## config.mk

```make
export PLATFORM = sky130hd
export DESIGN_NAME = set_unit
export DESIGN_NICKNAME = d
export VERILOG_FILES = /design/src/rtl/set_unit.sv
export SDC_FILE = /design/constraint.sdc
export NUM_CORES = 1
export LEC_CHECK = 0
export BUFFER_PORTS_ARGS = -buffer_cell sky130_fd_sc_hd__buf_2
export CAP_MARGIN = 20
export CORE_MARGIN = 3
export CORE_UTILIZATION = 48
export DETAILED_ROUTE_END_ITERATION = 16
export HOLD_SLACK_MARGIN = 0.06
export PLACE_DENSITY_LB_ADDON = 0.2
export SLEW_MARGIN = 20
export SYNTH_ARGS = -nofsm -noshare
export SYNTH_HDL_FRONTEND = slang
export SYNTH_SLANG_ARGS = --single-unit
export TNS_END_PERCENT = 1
```

## constraint.sdc

```tcl
create_clock -name clk -period 1.9 [get_ports clk]
set_input_delay 0.38 -clock clk [delete_from_list [all_inputs] [get_ports clk]]
set_output_delay 0.38 -clock clk [all_outputs]
set_load 0.005 [all_outputs]
```

## src/rtl/set_unit.sv

```systemverilog
// set_unit: two-stage pipelined set-on-compare unit.
// S1 registers the opcode and operands; S2 registers the 1-bit set result and
// the {lt, gt, eq} flags. A running 16-bit count tracks retired beats whose
// result was 1.
//
// Handshake: a beat moves across an interface only on a rising edge where
// valid && ready are both high. in_ready never looks at in_valid. While
// out_valid is high and out_ready is low, result/flags/out_valid hold steady.

module set_unit #(
    parameter int N = 32
) (
    input  logic         clk,
    input  logic         rst_n,
    input  logic         flush,
    input  logic         in_valid,
    output logic         in_ready,
    input  logic [2:0]   op,
    input  logic [N-1:0] a,
    input  logic [N-1:0] b,
    output logic         out_valid,
    input  logic         out_ready,
    output logic [N-1:0] result,
    output logic [2:0]   flags,
    output logic [15:0]  count
);

    // Opcode encodings.
    localparam logic [2:0] OP_SEQ  = 3'b000;
    localparam logic [2:0] OP_SNE  = 3'b001;
    localparam logic [2:0] OP_SLT  = 3'b010;
    localparam logic [2:0] OP_SGE  = 3'b011;
    localparam logic [2:0] OP_SLTU = 3'b100;
    localparam logic [2:0] OP_SGEU = 3'b101;
    localparam logic [2:0] OP_SGT  = 3'b110;
    localparam logic [2:0] OP_SLE  = 3'b111;

    // Goes high on the first edge after reset release; holds in_ready low
    // while reset is asserted and until the block has seen a clock.
    logic         r_live;

    logic         r_s1_valid;
    logic [2:0]   r_s1_op;
    logic [N-1:0] r_s1_a;
    logic [N-1:0] r_s1_b;

    logic         r_s2_valid;
    logic         r_s2_res;
    logic [2:0]   r_s2_flags;

    logic [15:0]  r_count;

    logic         w_s1_adv;
    logic         w_in_fire;
    logic         w_retire;
    logic         w_signed;
    logic         w_eq;
    logic         w_lt;
    logic         w_gt;
    logic         w_res;

    // Pipeline control: S1 advances into S2 when S2 is empty or draining.
    always_comb begin
        w_s1_adv  = r_s1_valid && (!r_s2_valid || out_ready);
        in_ready  = r_live && !flush && (!r_s1_valid || w_s1_adv);
        w_in_fire = in_valid && in_ready;
        // A flush cycle retires nothing, so count cannot move under flush.
        w_retire  = r_s2_valid && out_ready && !flush;
    end

    // Compare on the S1-registered operands. Signed ops are SLT, SGE, SGT,
    // SLE (op[1]=1); SEQ/SNE report unsigned ordering in lt/gt.
    always_comb begin
        w_signed = r_s1_op[1];
        w_eq     = (r_s1_a == r_s1_b);
        if (w_signed) begin
            w_lt = ($signed(r_s1_a) < $signed(r_s1_b));
        end else begin
            w_lt = (r_s1_a < r_s1_b);
        end
        w_gt  = !w_lt && !w_eq;
        w_res = 1'b0;
        case (r_s1_op)
            OP_SEQ:  w_res = w_eq;
            OP_SNE:  w_res = !w_eq;
            OP_SLT:  w_res = w_lt;
            OP_SGE:  w_res = !w_lt;
            OP_SLTU: w_res = w_lt;
            OP_SGEU: w_res = !w_lt;
            OP_SGT:  w_res = w_gt;
            OP_SLE:  w_res = !w_gt;
            default: w_res = 1'b0;
        endcase
    end

    // Liveness flag for in_ready after reset.
    always_ff @(posedge clk or negedge rst_n) begin
        if (!rst_n) begin
            r_live <= 1'b0;
        end else begin
            r_live <= 1'b1;
        end
    end

    // Stage S1: capture op/a/b on input transfer; empties when it advances.
    always_ff @(posedge clk or negedge rst_n) begin
        if (!rst_n) begin
            r_s1_valid <= 1'b0;
            r_s1_op    <= 3'b000;
            r_s1_a     <= '0;
            r_s1_b     <= '0;
        end else if (flush) begin
            r_s1_valid <= 1'b0;
        end else if (w_in_fire) begin
            r_s1_valid <= 1'b1;
            r_s1_op    <= op;
            r_s1_a     <= a;
            r_s1_b     <= b;
        end else if (w_s1_adv) begin
            r_s1_valid <= 1'b0;
        end
    end

    // Stage S2: load the compare outcome from S1, or empty on retire.
    always_ff @(posedge clk or negedge rst_n) begin
        if (!rst_n) begin
            r_s2_valid <= 1'b0;
            r_s2_res   <= 1'b0;
            r_s2_flags <= 3'b000;
        end else if (flush) begin
            r_s2_valid <= 1'b0;
        end else if (w_s1_adv) begin
            r_s2_valid <= 1'b1;
            r_s2_res   <= w_res;
            r_s2_flags <= {w_lt, w_gt, w_eq};
        end else if (w_retire) begin
            r_s2_valid <= 1'b0;
        end
    end

    // Count of retired true results; wraps naturally at 16 bits.
    always_ff @(posedge clk or negedge rst_n) begin
        if (!rst_n) begin
            r_count <= 16'd0;
        end else if (w_retire && r_s2_res) begin
            r_count <= r_count + 16'd1;
        end
    end

    assign out_valid = r_s2_valid;
    assign result    = {{(N-1){1'b0}}, r_s2_res};
    assign flags     = r_s2_flags;
    assign count     = r_count;

endmodule

```

# == After elaboration in Yosys (flattened, before gate mapping) ==
# Index checks and enable logic that the tools add are counted.
# classes
addsub,1
order_cmp,2
eq_ne,8
muxes,8
bitwise,1
n_reduce_logical,23
# ops
op,count
< comparator 32 bit,2
== test 32 bit,1
"adder 16 x 1 -> 16 bit, second input constant",1
"== test 3 bit, second input constant",4
logical AND 1 bit,8
2-to-1 mux 1 bit,7
"== test 3 x 2 -> 1 bit, second input constant",2
logical NOT 1 bit,6
case mux 1 bit (6 select lines),1
nonzero test 3 bit,2
AND reduction 2 bit,2
OR reduction 2 bit,2
"== test 3 x 1 -> 1 bit, second input constant",1
logical NOT 3 bit,1
logical OR 1 bit,2
inverter 1 bit,1
# totals
regBits,90
input_bits,72
output_inout_bits,53
elab_cells,52

# == Depth between registers and ports, before layout ==
# depth
depth_word,8
mapped_depth,8
ltp_nobuf,8

# == Worst setup path before layout ==
# Ideal clock, no wire load.
# synth_timing
kind,reg-to-reg
startpoint,register r_s1_a[14]
endpoint,register r_s2_flags[1] (netlist: flags[1])
setup_ns,0.122
arrival_ns,1.929
t_required_ns,1.778
setup_slack_ns,-0.151
path_stages_with_launch,8
n_path_buf,0
period_less_slack_ns,2.051
path_cell_list,dfrtp_1 -> ha_1 -> a21oi_1 -> nand2_1 -> a221o_1 -> o31ai_1 -> nand3_1 -> a32o_1
# synth_via
elab_chain_cells,4
word_cells_on_any_way,7
cone_classes,order compare (2); eq/ne (1); mux (1); reduce/logical (3)
# synth_rtl
element,line,source
from (decl),44,logic [N-1:0] r_s1_a;
from (signal assigned),110,r_s1_a <= '0;
from (signal assigned),117,r_s1_a <= a;
"< comparator 32 bit, on equally long branches","79, 77",
2-to-1 mux 1 bit,76,if (w_signed) begin
logical NOT 1 bit,81,w_gt = !w_lt && !w_eq;
logical AND 1 bit *,81,
to (signal assigned),135,"r_s2_flags <= {w_lt, w_gt, w_eq};"
to (decl),49,logic [2:0] r_s2_flags;
# Mark *: on every way between the ends. The rest lies on a longest branch, timed or not.
# A chain may end at the register's enable or synchronous reset.

# == Final worst setup path ==
# layout_timing
startpoint,register r_s1_a[9]
endpoint,register r_s2_flags[1] (netlist: flags[1])
# Same word-level chain as after synthesis.

==> flow_summary.ini <==
[timing]
maxSlewHeadroom_pct = 59.04
rsz0062_at_grt = true
post-route-period-util_pct = 114.8
clock.fmax_mhz = 458.6
min_period_ns = 2.181
setup_viol = 3
drv_slew = 0
setup_slack_ns = -0.2806
fin_skew_ns = 0.009743
finalHoldViolCount = 0
worst-slew-pin-transition_ns = 0.6144

[placed_design]
port_buffers = 93
dp_cells = 636
dp_hpwl_um = 6880
gp_congestion = 0.8169

[floorplanning]
fp.dieH_um = 105.1
ios = 125
die_x_um = 105.1
core_um2 = 9371
initial_utilization_pct = 50.29
die_area_um2 = 11040
rows = 35

[drt]
vias = 3198
routed_wl_um = 9047
drc = 0
via_per_inst = 4.882
antenna_left = 0
drt_iter0_markers = 101
wl_per_cell_um = 13.81
first_pass_iters = 4

[worst_hold_path]
hold_class = in2reg

[pwr]
p_per_area_nw_per_um2 = 888.9
p_int_mw = 3.472
sw_frac_of_total_pct = 31.28
leakagePower_nw = 2.862
irDropWorstVdd_mv = 0.5662
seq_power_share_pct = 47.9
pwr-share-comb_pct = 29.3
finalPower_mw = 5.053
clkPwrFrac_pct = 22.7
switching_power_mw = 1.581

[worst_setup_path]
crit_family = compound AO/OA/AOI/OAI gates
cp_num_buf_inv = 1
endpoint_kind = flip-flop
crit_path_start_kind = flip-flop
reg2reg_slack_ns = -0.28
worst_path_max_delay_cell = dfrtp_1
max_stage_delay_ns = 0.39
worstPathArrival_ns = 2.42
worst-path-max-fanout = 4
crit_type = reg2reg
cp.required_ns = 2.14
path_cells = ha_1, nand4_1, buf_4, nor2_1, a221o_1, o31ai_4, nand3_1, a32o_1

[yosys]
synth_edf_count = 0
syn_area_um2 = 4713
synthCells = 401
avgSynthCellArea_um2 = 11.75
yosysMostFrequentCell = dfrtp_1
async_reset_ff_share_pct = 100.0
synth_seq_cells = 90
post-synth-top-area-cell = dfrtp_1
ys_top_cells_by_area = dfrtp_1, mux2_2, ha_1
synth-seq-area-share_pct = 47.78
ys.flop_type = dfrtp_1
yosysWarningCount = 0
synth_commonest_cells = dfrtp_1, mux2_2, inv_1
synth.top_cell.area_share_pct = 47.78
ys_types = 46

[run_status]
status = finished with violations
violations = setup timing

[grt]
grt-ovfl-total = 0
grt.met1_usage_pct = 21.41
grtUsageTotal_pct = 17.09
grt_max_degree = 43
antenna_found_initial = 0
use_met3_pct = 4.756
met2_usage_pct = 29.10
grt_pass1_vias = 3312
grt_pass1_wl_um = 15280
grt-busiest-layer = met2

[clock_network]
cts_tree = yes
cts_sinks = 90
htreeDepth = 3
clockRootBuffer = clkbuf_8
clk_latency_ns = 0.35
clk_path_buf_depth = 2
numCtsBuffers = 9
path_clk_slew_ns = 0.09

[final_layout]
area_growth_pct = 20.60
fin_cells = 655
fin_nets = 627
nFillCells = 822
layout-drive-gt1-share_pct = 41.83
fin_util_pct = 60.65
diodes = 0

[run]
cap_violations = 0
## cells by family (layout without fill, tap and decap cells)
kind of cell             Yosys count  in the layout  share of synthesized area, %
AND/OR/NAND/NOR                   69             69                         8.548
buffers and inverters             79            174                         9.132
adder cells (fa/ha/maj)           33             33                         8.760
AO/OA/AOI/OAI                     42             42                         5.973
multiplexers                      69             69                         16.49
other                              2             32                        0.1593
XOR/XNOR                          17             17                         3.159
flip-flops                        90             90                         47.78
## registers in the layout, indices dropped and copies added (netlist names), 3 cells and up
register / count
r_s1_a: 32
r_s1_b: 32
count: 16
flags: 3
r_s1_op: 3
## power by group through the flow
stage          registers (mW)  clock network [mW]  logic [mW]
2_1_floorplan            2.39                   0        1.05
3_3_place_gp             2.44                   0        1.40
3_5_place_dp             2.46                   0        1.44
4_1_cts                  2.42                1.20        1.49
5_1_grt                  2.46                1.29        1.68
6_report                 2.42                1.15        1.48
## path summary, 6_finish.rpt
path	start	end	cells past startpoint
max in group asynchronous	rst_n	r_s1_b[13]	3
max	r_s1_a[9]	flags[1]	8
min	b[5]	r_s1_b[5]	2
min reg2reg	count[15]	count[15]	1
max reg2reg	r_s1_a[9]	flags[1]	8
min in group asynchronous	rst_n	count[10]	2
## layout by cell type (no fill, tap or decap), types with 5 or more instances in the layout
| cell | synthesis | routed |
|---|---|---|
| buf_2 | 5 | 92 |
| dfrtp_1 | 90 | 90 |
| mux2_2 | 69 | 69 |
| inv_1 | 36 | 36 |
| conb_1 | 2 | 32 |
| ha_1 | 33 | 31 |
| buf_4 | 34 | 25 |
| nand2_1 | 18 | 17 |
| a21oi_1 | 17 | 17 |
| nor2_1 | 14 | 14 |
| xnor2_1 | 11 | 11 |
| nand4_1 | 10 | 10 |
| nand3_1 | 9 | 9 |
| clkbuf_8 | 0 | 9 |
| xor2_1 | 6 | 6 |
| o21ai_0 | 5 | 5 |
## metal layers
| metal | vias up | share of wire (%) |
|---|---|---|
| met2 | 85 | 50 |
| met3 | 10 | 5.1 |
| met4 | 0 | 1.2 |
| met1 | 1542 | 43 |
| li1 | 1561 | - |
| met5 | - | 0 |
## stage by stage
stage / cell area (µm²) / setup TNS, ns / hold WS [ns] / setup WS (ns)
4_1_cts: 5665 / -0.7189 / 0.2276 / -0.2872
2_1_floorplan: 4857 / -0.1888 / 0.08441 / -0.1093
5_1_grt: 5684 / -1.209 / 0.2311 / -0.4168
6_report: 5684 / -0.7277 / 0.2475 / -0.2806
3_3_place_gp: 5439 / -0.6850 / 0.4275 / -0.2777
3_5_place_dp: 5439 / -0.8000 / 0.4317 / -0.3144
## timing repair
action,in CTS,in global routing
buffers inserted,1,2
gates resized for setup,4,1
hold buffers,1,0
pin swaps,10,4
endpoints found under the hold margin,40,0
endpoints found under the setup margin,3,4
## layout make-up
cell class	instances	area, µm²	share of cell area [%]
timing repair buffer	123	749.5	13.19
inverter	36	135.1	2.377
sequential	90	2252	39.62
tap	129	161.4	2.840
multi-input combinational	262	2218	39.03
clock buffer	9	123.9	2.179
clock inverter	6	43.79	0.7704
(Power assumes the default switching activity.)
